## src/rtl/ctrl_pkg.sv

```systemverilog
// Shared types and constants for the pipeline stall/flush controller.
package ctrl_pkg;

  localparam logic STOP   = 1'b1;
  localparam logic NOSTOP = 1'b0;

  // Stall vector bit order: {WB, MEM/WB, EX/MEM, ID/EX, IF/ID, PC}
  localparam logic [5:0] STALL_NONE = {6{NOSTOP}};
  localparam logic [5:0] STALL_ID   = {NOSTOP, NOSTOP, NOSTOP, STOP, STOP, STOP};
  localparam logic [5:0] STALL_EX   = {NOSTOP, NOSTOP, STOP, STOP, STOP, STOP};
  localparam logic [5:0] STALL_MEM  = {NOSTOP, STOP, STOP, STOP, STOP, STOP};

  typedef enum logic [1:0] {
    IDLE     = 2'd0,
    EX_BUSY  = 2'd1,
    MEM_WAIT = 2'd2
  } state_e;

  localparam int unsigned MEM_TIMEOUT_DEF = 16;
  localparam logic [31:0] BUSERR_VEC_DEF  = 32'h0000_0040;
  localparam logic [31:0] PC_NONE         = '0;

endpackage

```

## src/rtl/pipeline_ctrl.sv

```systemverilog
// Central stall/flush controller: arbitrates ID/EX/MEM hazards and exceptions,
// tracks multi-cycle EX occupancy and times out stuck data-bus accesses.
module pipeline_ctrl
  import ctrl_pkg::*;
#(
  parameter int unsigned MEM_TIMEOUT = MEM_TIMEOUT_DEF,
  parameter logic [31:0] BUSERR_VEC  = BUSERR_VEC_DEF
) (
  input  logic        clk,
  input  logic        rst,
  input  logic        stallreq_id,
  input  logic        ex_start,
  input  logic [3:0]  ex_cycles,
  input  logic        mem_req,
  input  logic        mem_ack,
  input  logic        excp_valid,
  input  logic [31:0] excp_vec,
  output logic [5:0]  stall,
  output logic        flush,
  output logic [31:0] new_pc,
  output logic        ex_done,
  output logic        bus_err
);

  localparam logic [7:0] MEM_LOAD = 8'(MEM_TIMEOUT - 1);

  state_e     state_q, state_d;
  logic [7:0] cnt_q, cnt_d;
  logic [7:0] ex_cnt_q, ex_cnt_d;
  logic       ex_done_q, ex_done_d;

  logic       mem_wait;
  logic       timeout;
  logic       flush_req;
  logic [7:0] ex_rem;

  // ex_rem: EX hold cycles still owed, counting the current cycle.
  always_comb begin
    mem_wait  = mem_req & ~mem_ack;
    // Expiry on the MEM_TIMEOUT-th wait cycle, i.e. when this decrement would reach zero.
    timeout   = (state_q == MEM_WAIT) && mem_wait && (cnt_q == 8'd1);
    flush_req = excp_valid | timeout;
    case (state_q)
      EX_BUSY:  ex_rem = cnt_q;
      MEM_WAIT: ex_rem = ex_cnt_q;
      default:  ex_rem = ex_start ? {4'b0000, ex_cycles} : '0;
    endcase
  end

  always_comb begin
    stall   = STALL_NONE;
    flush   = 1'b0;
    new_pc  = PC_NONE;
    bus_err = 1'b0;
    if (rst) begin
      if (flush_req) begin
        flush   = 1'b1;
        bus_err = timeout;
        new_pc  = excp_valid ? excp_vec : BUSERR_VEC;
      end else if (mem_wait) begin
        stall = STALL_MEM;
      end else if (ex_rem != '0) begin
        stall = STALL_EX;
      end else if (stallreq_id) begin
        stall = STALL_ID;
      end
    end
  end

  // EX counting continues in ex_cnt while MEM_WAIT owns the shared counter.
  always_comb begin
    state_d   = IDLE;
    cnt_d     = '0;
    ex_cnt_d  = '0;
    ex_done_d = 1'b0;
    if (!flush_req) begin
      ex_done_d = (ex_rem == 8'd1);
      if (mem_wait) begin
        state_d  = MEM_WAIT;
        cnt_d    = (state_q == MEM_WAIT) ? cnt_q - 8'd1 : MEM_LOAD;
        ex_cnt_d = (ex_rem != '0) ? ex_rem - 8'd1 : '0;
      end else if (ex_rem > 8'd1) begin
        state_d = EX_BUSY;
        cnt_d   = ex_rem - 8'd1;
      end
    end
  end

  always_ff @(posedge clk or negedge rst) begin
    if (!rst) begin
      state_q   <= IDLE;
      cnt_q     <= '0;
      ex_cnt_q  <= '0;
      ex_done_q <= 1'b0;
    end else begin
      state_q   <= state_d;
      cnt_q     <= cnt_d;
      ex_cnt_q  <= ex_cnt_d;
      ex_done_q <= ex_done_d;
    end
  end

  assign ex_done = ex_done_q;

endmodule

```

## config.mk

```make
export PLATFORM = sky130hd
export DESIGN_NAME = pipeline_ctrl
export DESIGN_NICKNAME = d
export VERILOG_FILES = /design/src/rtl/ctrl_pkg.sv /design/src/rtl/pipeline_ctrl.sv
export SDC_FILE = /design/constraint.sdc
export NUM_CORES = 1
export LEC_CHECK = 0
export CELL_PAD_IN_SITES_DETAIL_PLACEMENT = 0
export CELL_PAD_IN_SITES_GLOBAL_PLACEMENT = 1
export CORE_ASPECT_RATIO = 0.6
export CORE_MARGIN = 2
export CORE_UTILIZATION = 28
export DETAILED_ROUTE_END_ITERATION = 8
export GPL_TIMING_DRIVEN = 0
export MAX_ROUTING_LAYER = met4
export PLACE_DENSITY_LB_ADDON = 0.3
export SETUP_SLACK_MARGIN = 0.5
export SLEW_MARGIN = 10
export SYNTH_ARGS = -nofsm -noshare
export SYNTH_HDL_FRONTEND = slang
export SYNTH_SLANG_ARGS = --single-unit
```

## constraint.sdc

```tcl
create_clock -name clk -period 2.9 [get_ports clk]
set_input_delay 0.58 -clock clk [delete_from_list [all_inputs] [get_ports clk]]
set_output_delay 0.58 -clock clk [all_outputs]
set_load 0.05 [all_outputs]
```

After elaboration in Yosys (flattened, before gate mapping) --
Cells that the tools add are included.
Storage, ports and cells: register bits 19, input bits 43, output and inout port bits 41
Operators by class: multiplexer cells 25, add/subtract/negate cells 2, bitwise gates (word level) 3, $lt $le $gt $ge 1, eq/ne operators 4, reduce and logical (&&, ||, !) cells 3
Operator list (number):
- $mux 32 | 3
- $mux 8 | 7
- $eq 8x1->1 const B | 2
- $pmux 8 s2 | 1
- $sub 8x1->8 const B | 2
- $mux 5 | 3
- $gt 8x1->1 const B | 1
- $mux 4 | 2
- $reduce_bool 8->1 | 1
- $mux 1 | 6
- $mux 2 | 2
- $mux 3 | 1
- $eq 2x1->1 const B | 1
- $eq 2x2->1 const B | 1
- $logic_and 1x1->1 | 2
- $and 1x1->1 | 1
- $not 1->1 | 1
- $or 1x1->1 | 1

Depth between registers and ports, before layout --
depth after elaboration 7, depth in mapped cells 13

Worst setup path after synthesis --
OpenSTA, ideal clock, no wires.
path type register -> output, start reg state_q[0], end out stall[1], slack -32 ps, data arrival time 2352 ps, cell stages (with the launch flop) 11, required time 2320 ps, cells stage by stage dfrtp_1 inv_1 ha_1 buf_6 clkbuf_1 nor2_1 a31oi_1 ha_1 nand3_1 o211a_1 buf_4
Between the ends: cells in the longest elaborated chain, start to end 7
RTL lines:
- start: declaration | RTL line pipeline_ctrl.sv:27 | state_e state_q, state_d;
- start signal: assignment | RTL line pipeline_ctrl.sv:96 | state_q <= state_d;
- $eq 2x2->1 / $eq 2x1->1 (equally long branches) | RTL line pipeline_ctrl.sv:41, pipeline_ctrl.sv:43
- $pmux 8 s2 | RTL line pipeline_ctrl.sv:43 | case (state_q)
- $reduce_bool 8->1 | RTL line pipeline_ctrl.sv:62 | end else if (ex_rem != '0) begin
- $mux 4 | RTL line pipeline_ctrl.sv:62
- $mux 5 | RTL line pipeline_ctrl.sv:60 | end else if (mem_wait) begin
- $mux 5 * | RTL line pipeline_ctrl.sv:56 | if (flush_req) begin
- $mux 5 * | RTL line pipeline_ctrl.sv:55 | if (rst) begin
- end: declaration | RTL line pipeline_ctrl.sv:18 | output logic [5:0] stall,
Every way passes the cells marked *; elsewhere a longest branch is shown, timed or not.

Final worst setup path --
start reg state_q[0], end out stall[2]
Same word-level chain as after synthesis.

==> results_dict.tcl <==
set metrics [dict create \
    drive_gt1_frac 0.4277 \
    placed_area_mm2 0.002609 \
    final_nets 362 \
    grt_pass1_vias 1869 \
    skew_ps 4.624 \
    core_region_area_mm2 0.005544 \
    grt_overflow_total 0 \
    postRouteAntennaNets 0 \
    clk_pin_slew_ps 70 \
    htree_num_levels 1 \
    synth_fp_nets 247 \
    diodes 0 \
    report.final.setup_viol 3 \
    routedWlPerCell_um 15.69 \
    hp-class "input port to asynchronous set/reset pin" \
    dieArea_mm2 0.006370 \
    worstSetupStartpointType "flip-flop" \
    yosys_most_used_dff "dfrtp_1" \
    syn2layout_area_growth_pct 94.07 \
    synth.largest_area_cell "dfrtp_1" \
    final_cell_area_mm2 0.003113 \
    whs_ps 213.9 \
    ys_top_cells_by_area "dfrtp_1 (30%), and3_1 (13%), ha_1 (5.5%), nor2_1 (3.7%), a22oi_1 (3.3%)" \
    synth_top_area_frac 0.2964 \
    portBuffers 82 \
    cts_buffers 3 \
    ys_types 45 \
    io_pins 84 \
    yosys_warnings 0 \
    layout_setup_ws_ps -60.31 \
    critPathArrivalTime_ps 2380 \
    start_util 0.2893 \
    syn_avg_cell_area_um2 8.142 \
    slew_headroom 0.5875 \
    grt_usage 0.1944 \
    yosysMostFrequentCell "and3_1" \
    drc 0 \
    synth_commonest_cells "and3_1 (34), dfrtp_1 (19), nor2_1 (16)" \
    post-route-period-util 1.021 \
    syn_area_mm2 0.001604 \
    timing_hold_violations_final 0 \
    cts_tree "done" \
    crit_chain "inv_2 > ha_4 > buf_8 > buf_4 > o21ai_0 > nor2_1 > nor3_4 > nand3_2 > o211a_4 > buf_8 > buf_8" \
    cp_data_required_time_ps 2320 \
    power.density_mw_per_mm2 360.9 \
    ctsHoldBuffers 0 \
    antenna_found_initial 0 \
    num_rows 21 \
    grt_first_pass_wirelength_um 9591 \
    synth_seq_cells 19 \
    syn_inst 197 \
    async_flop_share 1.000 \
    die_x_um 101.7 \
    clock_path_buffers 2 \
    drt_pre_antenna_iters 4 \
    end_kind "primary output" \
    via_count 1943 \
    ir_drop_v 0.0001788 \
    placed_cells 359 \
    rsz0062_at_grt "yes" \
    crit_fanout 6 \
    fin_cells 391 \
    crit_top_cell "buf_8" \
    die_h_um 62.63 \
    clkLatencyLatePin_ps 260 \
    viasPerCell 4.969 \
    maxCapViolCount 0 \
    timing.final.max_slew_violations 0 \
    root_buffer "clkbuf_8" \
    p_leak_uw 0.001468 \
    hpwl_um 4308 \
    seq_area_frac_synth 0.2964 \
    max_freq_mhz 337.8 \
    critical-path-max-stage-delay_ps 390 \
    gp_congestion 0.8477 \
    path_class "flip-flop to primary output" \
    synth_edf_count 0 \
    cp_slowest_cell "dfrtp_1" \
    outcome "finished with violations" \
    violations "negative setup slack" \
    drt-total-wl_um 6136 \
    worst_pin_slew_ps 610.7 \
    grt_max_degree 29 \
    clock-sinks 19 \
    layout_min_cycle_time_ps 2960 \
    drt_iter0_drc 180 \
]
## timing repair
item	4_1_cts	5_1_grt
pin swaps	20	14
cloned	1	0
setup buffers	18	9
gates resized for setup	290	38
setup endpoints to repair	53	54
## final timing paths
| check | start | endpoint | slack (ps) | cells after the start |
|---|---|---|---|---|
| max in group asynchronous | rst | cnt_q[2] | 2410 | 1 |
| max | state_q[0] | stall[2] | -60 | 11 |
| min reg2reg | cnt_q[6] | cnt_q[6] | 700 | 2 |
| max reg2reg | state_q[0] | cnt_q[7] | 400 | 15 |
| min | rst | ex_cnt_q[7] | 210 | 1 |
| min in group clk | cnt_q[6] | cnt_q[6] | 700 | 2 |
## stage by stage
stage	total power, uW	setup slack [ps]	setup TNS (ps)	utilization
2_1_floorplan	618.6	287.5	0	-
3_3_place_gp	787.6	-1086	-35990	0.4705
3_5_place_dp	789.2	-1081	-35750	0.4705
4_1_cts	1047	-25.95	-50.84	0.5213
5_1_grt	1178	-196.3	-673.8	0.5615
6_report	1124	-60.31	-137.6	0.5615
## worst max-delay path, delay by kind of cell, from the launching register on
family | cells | cell delay (ps)
buffers and inverters | 5 | 590
AND/OR/NAND/NOR | 3 | 600
AO/OA/AOI/OAI | 2 | 390
adder cells (fa/ha/maj) | 1 | 150
flip-flops | 1 | 390
## cell families after synthesis
kind of cell | after synthesis | share of synthesized area
compound gates | 46 | 0.1997
xor+xnor | 9 | 0.04914
fa+ha+maj | 7 | 0.05460
buf+inv | 24 | 0.07722
flops | 19 | 0.2964
mux | 2 | 0.01248
other cells | 1 | 0.002338
simple gates | 89 | 0.3081
## cell type report
type | count | area (um^2)
repair buffers | 110 | 1018
flip-flops and latches | 19 | 479.2
well taps | 80 | 100.1
inverters | 8 | 32.53
clock buffers | 4 | 45.04
plain buffers | 16 | 173.9
fillers | 499 | 2431
multi-input cells | 154 | 1264
## layout by cell type (no fill, tap or decap), types with 4 or more instances in the layout
cell type        instances
buf_4                   49
clkdlybuf4s50_1         38
and3_1                  32
buf_6                   17
dfrtp_1                 16
nor2_1                  14
nand2_1                 11
buf_8                    9
o21ai_0                  7
inv_1                    6
a22oi_2                  6
or3_1                    5
xor2_1                   5
clkbuf_1                 4
clkbuf_8                 4
a21oi_2                  4
nand3_1                  4
ha_4                     4
## where the power goes
group | switching [uW] | leakage, uW | internal [uW]
Combinational | 329 | 0.00119 | 288
Clock | 95.0 | 0.0000228 | 97.9
Sequential | 27.6 | 0.000253 | 286
Total | 451 | 0.00147 | 672
## registers in the layout (all words and copies together) (netlist names)
register,count
cnt_q,8
ex_cnt_q,8
state_q,2
ex_done,1
## layer usage
metal	share of wire	global-route usage	up-vias	wire length (um)
met5	0	-	-	0
met4	0	0.008446	0	0
met3	0.079	0.04810	0	486
met2	0.45	0.2796	64	2756
met1	0.47	0.2892	929	2893
li1	-	-	950	-
(Power assumes the default switching activity.)
